File: config.mk
export PLATFORM = sky130hd
export DESIGN_NAME = tmds_channel_decoder
export DESIGN_NICKNAME = d
export VERILOG_FILES = /design/src/rtl/tmds_channel_decoder.sv
export SDC_FILE = /design/constraint.sdc
export NUM_CORES = 1
export LEC_CHECK = 0
export ABC_CLOCK_PERIOD_IN_PS = 2500
export CORE_MARGIN = 3
export CORE_UTILIZATION = 45
export CTS_CLUSTER_DIAMETER = 30
export DETAILED_ROUTE_END_ITERATION = 16
export GPL_TIMING_DRIVEN = 1
export PLACE_DENSITY = 0.65
export SETUP_SLACK_MARGIN = 0.1
export SYNTH_ARGS = -nofsm -noshare
export SYNTH_HDL_FRONTEND = slang
export SYNTH_SLANG_ARGS = --single-unit
File: constraint.sdc
create_clock -name clk_pixel -period 2.5 [get_ports clk_pixel]
set_input_delay 0.5 -clock clk_pixel [delete_from_list [all_inputs] [get_ports clk_pixel]]
set_output_delay 0.5 -clock clk_pixel [all_outputs]
set_load 0.01 [all_outputs]
File: src/rtl/tmds_channel_decoder.sv
// TMDS channel decoder: 2-stage token/data decode plus word-alignment FSM
// that requests deserializer bitslips until a run of control tokens is seen.
module tmds_channel_decoder #(
  parameter int CTRL_RUN       = 8,
  parameter int SEARCH_TIMEOUT = 2048,
  parameter int SLIP_SETTLE    = 16,
  parameter int LOCK_TIMEOUT   = 4096
) (
  input  logic       clk_pixel,
  input  logic       reset,
  input  logic [9:0] tmds_word,
  output logic       bitslip,
  output logic       aligned,
  output logic       de,
  output logic [7:0] data,
  output logic [1:0] c,
  output logic [3:0] slip_count
);

  // state     | meaning
  // ST_SEARCH | counting control-token runs, timing out toward a bitslip
  // ST_SLIP   | one-cycle bitslip request
  // ST_SETTLE | ignore input while the deserializer boundary moves
  // ST_LOCKED | word boundary found; watch for loss of control tokens
  typedef enum logic [1:0] {
    ST_SEARCH = 2'd0,
    ST_SLIP   = 2'd1,
    ST_SETTLE = 2'd2,
    ST_LOCKED = 2'd3
  } state_t;

  localparam int RUN_W  = (CTRL_RUN > 1)       ? $clog2(CTRL_RUN)       : 1;
  localparam int TMO_W  = (SEARCH_TIMEOUT > 1) ? $clog2(SEARCH_TIMEOUT) : 1;
  localparam int SET_W  = (SLIP_SETTLE > 1)    ? $clog2(SLIP_SETTLE)    : 1;
  localparam int IDLE_W = (LOCK_TIMEOUT > 1)   ? $clog2(LOCK_TIMEOUT)   : 1;

  localparam logic [RUN_W-1:0]  RUN_LAST  = RUN_W'(CTRL_RUN - 1);
  localparam logic [TMO_W-1:0]  TMO_LAST  = TMO_W'(SEARCH_TIMEOUT - 1);
  localparam logic [SET_W-1:0]  SET_LAST  = SET_W'(SLIP_SETTLE - 1);
  localparam logic [IDLE_W-1:0] IDLE_LAST = IDLE_W'(LOCK_TIMEOUT - 1);

  logic [9:0]        word_d, word_q;
  logic              de_d, de_q;
  logic [7:0]        data_d, data_q;
  logic [1:0]        c_d, c_q;
  logic              is_ctrl;
  logic [1:0]        tok_c;
  logic [7:0]        dmask;
  logic [7:0]        dec;

  state_t            state_d, state_q;
  logic [RUN_W-1:0]  run_d, run_q;
  logic [TMO_W-1:0]  tmo_d, tmo_q;
  logic [SET_W-1:0]  settle_d, settle_q;
  logic [IDLE_W-1:0] idle_d, idle_q;
  logic [3:0]        slip_cnt_d, slip_cnt_q;
  logic              aligned_d, aligned_q;

  // Decode of the registered word feeds both the output stage and the FSM.
  always_comb begin
    word_d  = tmds_word;
    is_ctrl = 1'b1;
    tok_c   = 2'b00;
    case (word_q)
      10'h354: tok_c = 2'b00;
      10'h0AB: tok_c = 2'b01;
      10'h154: tok_c = 2'b10;
      10'h2AB: tok_c = 2'b11;
      default: is_ctrl = 1'b0;
    endcase
    dmask  = word_q[7:0] ^ {8{word_q[9]}};
    dec    = 8'h00;
    dec[0] = dmask[0];
    for (int i = 1; i < 8; i++) begin
      dec[i] = word_q[8] ? (dmask[i] ^ dmask[i-1]) : ~(dmask[i] ^ dmask[i-1]);
    end
    de_d   = ~is_ctrl;
    data_d = is_ctrl ? 8'h00 : dec;
    c_d    = is_ctrl ? tok_c : c_q;
  end

  always_ff @(posedge clk_pixel or posedge reset) begin
    if (reset) begin
      word_q <= '0;
      de_q   <= 1'b0;
      data_q <= 8'h00;
      c_q    <= 2'b00;
    end else begin
      word_q <= word_d;
      de_q   <= de_d;
      data_q <= data_d;
      c_q    <= c_d;
    end
  end

  always_ff @(posedge clk_pixel or posedge reset) begin
    if (reset) state_q <= ST_SEARCH;
    else       state_q <= state_d;
  end

  // Lock is checked before timeout so a run completing on the timeout cycle wins.
  always_comb begin
    state_d = state_q;
    case (state_q)
      ST_SEARCH: begin
        if (is_ctrl && (run_q == RUN_LAST)) state_d = ST_LOCKED;
        else if (tmo_q == TMO_LAST)         state_d = ST_SLIP;
      end
      ST_SLIP:   state_d = ST_SETTLE;
      ST_SETTLE: if (settle_q == SET_LAST) state_d = ST_SEARCH;
      ST_LOCKED: if (!is_ctrl && (idle_q == IDLE_LAST)) state_d = ST_SEARCH;
      default:   state_d = ST_SEARCH;
    endcase
  end

  // Counters are zero outside the state that owns them and saturate at all-ones.
  always_comb begin
    run_d      = '0;
    tmo_d      = '0;
    settle_d   = '0;
    idle_d     = '0;
    slip_cnt_d = slip_cnt_q;
    case (state_q)
      ST_SEARCH: begin
        if (state_d == ST_SEARCH) begin
          if (is_ctrl) run_d = (&run_q) ? run_q : run_q + RUN_W'(1);
          tmo_d = (&tmo_q) ? tmo_q : tmo_q + TMO_W'(1);
        end else if (state_d == ST_LOCKED) begin
          slip_cnt_d = 4'd0;
        end
      end
      ST_SLIP: slip_cnt_d = (slip_cnt_q == 4'd9) ? 4'd0 : slip_cnt_q + 4'd1;
      ST_SETTLE: begin
        if (state_d == ST_SETTLE) settle_d = (&settle_q) ? settle_q : settle_q + SET_W'(1);
      end
      ST_LOCKED: begin
        if ((state_d == ST_LOCKED) && !is_ctrl) idle_d = (&idle_q) ? idle_q : idle_q + IDLE_W'(1);
      end
      default: ;
    endcase
  end

  always_ff @(posedge clk_pixel or posedge reset) begin
    if (reset) begin
      run_q      <= '0;
      tmo_q      <= '0;
      settle_q   <= '0;
      idle_q     <= '0;
      slip_cnt_q <= 4'd0;
      aligned_q  <= 1'b0;
    end else begin
      run_q      <= run_d;
      tmo_q      <= tmo_d;
      settle_q   <= settle_d;
      idle_q     <= idle_d;
      slip_cnt_q <= slip_cnt_d;
      aligned_q  <= aligned_d;
    end
  end

  // bitslip decodes straight from state so an async reset truncates the pulse.
  always_comb begin
    bitslip   = (state_q == ST_SLIP);
    aligned_d = (state_d == ST_LOCKED);
  end

  assign aligned    = aligned_q;
  assign de         = de_q;
  assign data       = data_q;
  assign c          = c_q;
  assign slip_count = slip_cnt_q;

endmodule

==> flow_metrics.tcl <==
set metrics [dict create \
    cp_max_fo 10 \
    drv_slew 0 \
    antenna_cells 0 \
    syn_avg_cell_area_um2 10.7 \
    finalClockSkew_ns 0.00584 \
    track_usage_pct 15.8 \
    cts.sinks 58 \
    fin_crit_sh_pct 84.0 \
    synth_top_area_share_pct 54.4 \
    synth_edf_count 0 \
    ios 29 \
    grt_max_degree 24 \
    cp_data_arrival_time_ns 1.60 \
    outcome "finished, final reports clean" \
    core_um2 5610 \
    fill_cells 499 \
    synth_seq_cells 58 \
    port_buffers 28 \
    timing.critical_path.buf_inv 1 \
    hold_buffers 0 \
    yosysMostFrequentCell "dfrtp_1" \
    finalCriticalPeriod_ns 2.10 \
    syn2layout_area_growth_pct 21.7 \
    r2r_setup_slack_ns 0.64 \
    p_per_area_nw_per_um2 633 \
    wirelength_mm 4.93 \
    ant_nets 0 \
    ctsResizeCount 0 \
    synthFlopType "dfrtp_1" \
    grt_pass1_wl_mm 8.87 \
    synth_common_cells "dfrtp_1 (58), nor2_1 (25), nand2_1 (17), xnor2_1 (17), nor3_1 (16)" \
    wl_per_cell_um 13.6 \
    crit_path_top_delay_cell "clkdlybuf4s50_1" \
    drc 0 \
    synth_largest_area_cell "dfrtp_1" \
    startpoint "state_q[0]" \
    rr_startpoint "idle_q[0]" \
    cp_top_family "buffers and inverters" \
    hp-start "idle_q[0]" \
    clk_pin_slew_ns 0.06 \
    dp_hpwl_mm 3.50 \
    ys_top_cells_by_area "dfrtp_1 (54%), xnor2_1 (5.6%), nor2_1 (3.5%)" \
    htreeDepth 3 \
    die_w_um 83.0 \
    grt-ovfl-total 0 \
    dieHeight_um 83.0 \
    fmax_ghz 0.476 \
    cts_root_buf "clkbuf_8" \
    rsz0062_at_grt "no" \
    insertion_delay_ns 0.32 \
    rows 27 \
    place_congestion 0.751 \
    pre_cts_slack_ns 0.682 \
    antenna_found_initial 0 \
    fin_nets 304 \
    hold_viol_final 0 \
    ys_seq_area_share_pct 54.4 \
    tightest_slew_ns 0.438 \
    max_slew_margin_pct 70.8 \
    fin_tns_setup_ns 0 \
    drv_cap 0 \
    cts.path.max_buffers 2 \
    ir_drop_mv 0.395 \
    drt_iter0_markers 94 \
    synth_cell_type_count 45 \
    vias_per_cell 5.25 \
    drive_gt1_share_pct 9.34 \
    die_area_um2 6890 \
    p_leak_uw 0.00137 \
    cts_tree "yes" \
    min_path_type "register to register" \
    slowest_delay_ns 0.56 \
    cts_setup_buffers 0 \
    worst-setup-path-type "register to primary output" \
    drtPass1Iterations 4 \
    fin_ws_ns 0.401 \
    synthArstFlopShare_pct 100 \
    grt_pass1_vias 1892 \
    ys_warn_count 0 \
    start_util_pct 47.6 \
    setup_violations 0 \
    end_kind "primary output" \
    worstSetupStartpointType "register" \
    synthCells 250 \
    crit_required_ns 2.00 \
    cts_buffers 9 \
    synth_nets 269 \
    path_cells "nor2b_1 -> clkdlybuf4s50_1" \
    via_count 1896 \
    mappedNetlistArea_um2 2670 \
]
[cell type report]
cell class	count	area [um^2]	share of cell area [%]
multi-input combinational	175	1150	35.4
sequential	58	1450	44.7
clock buffer	10	138	4.24
inverter	10	37.5	1.16
tap	72	90.1	2.77
clock inverter	5	78.8	2.43
timing repair buffer	31	303	9.33
[registers in the layout, indices dropped and copies added, names as in the netlist, 3 cells and up]
| register | count |
|---|---|
| tmo_q | 11 |
| data | 8 |
| settle_q | 4 |
| word_q | 10 |
| slip_count | 4 |
| idle_q | 12 |
| run_q | 3 |
[per-layer routing]
layer | vias to the layer above | wire, um | part of all wire, % | global-route usage, %
met1 | 913 | 2410 | 49 | 21.6
met3 | 4 | 147 | 3.0 | 4.56
met4 | 0 | 59 | 1.2 | 6.24
met5 | - | 0 | 0 | 0
li1 | 944 | - | - | -
met2 | 35 | 2310 | 47 | 23.5
[through the flow]
stage               instance area (um^2)  hold WS [ns]  util, %  total power [uW]  instances
finish                              3250         0.446     57.9              2050        361
global route                        3250         0.463     57.9              2160        361
CTS                                 3250         0.450     57.9              2080        361
detailed placement                  3030         0.441     54.0              1140        346
global placement                    3030         0.433     54.0              1140        346
floorplan                           2670         0.418        -              1060        250
[cells in the final DEF (no fill, tap or decap), types with 7 or more instances in the layout]
master and count:
and3_1 7, clkbuf_8 10, clkdlybuf4s50_1 28, dfrtp_1 58
ha_1 7, inv_1 9, nand2_1 17, nand3_1 11
nand4_1 9, nor2_1 25, nor3_1 16, o21ai_0 10
xnor2_1 17, xor2_1 9
[report_power, final]
group | leakage, uW | switching (uW) | internal (uW) | total (uW)
combinational | 0.000508 | 58.5 | 74.5 | 133
sequential | 0.000749 | 19.1 | 968 | 987
clock | 0.000112 | 353 | 581 | 934
[path summary, 6_finish.rpt]
kind,end,cells past startpoint
max,bitslip,2
min,idle_q[0],1
max reg2reg,idle_q[3],5
min reg2reg,idle_q[0],1
max in group asynchronous,idle_q[9],3
min in group asynchronous,slip_count[1],2
[cell families after synthesis]
family,count (synthesis),synth area share [%]
buf+inv,17,2.53
mux,2,0.750
simple gates,115,24.2
xor+xnor,26,8.54
flops,58,54.4
compound gates,25,6.29
fa+ha+maj,7,3.28
Power figures use the tool's default switching activity.
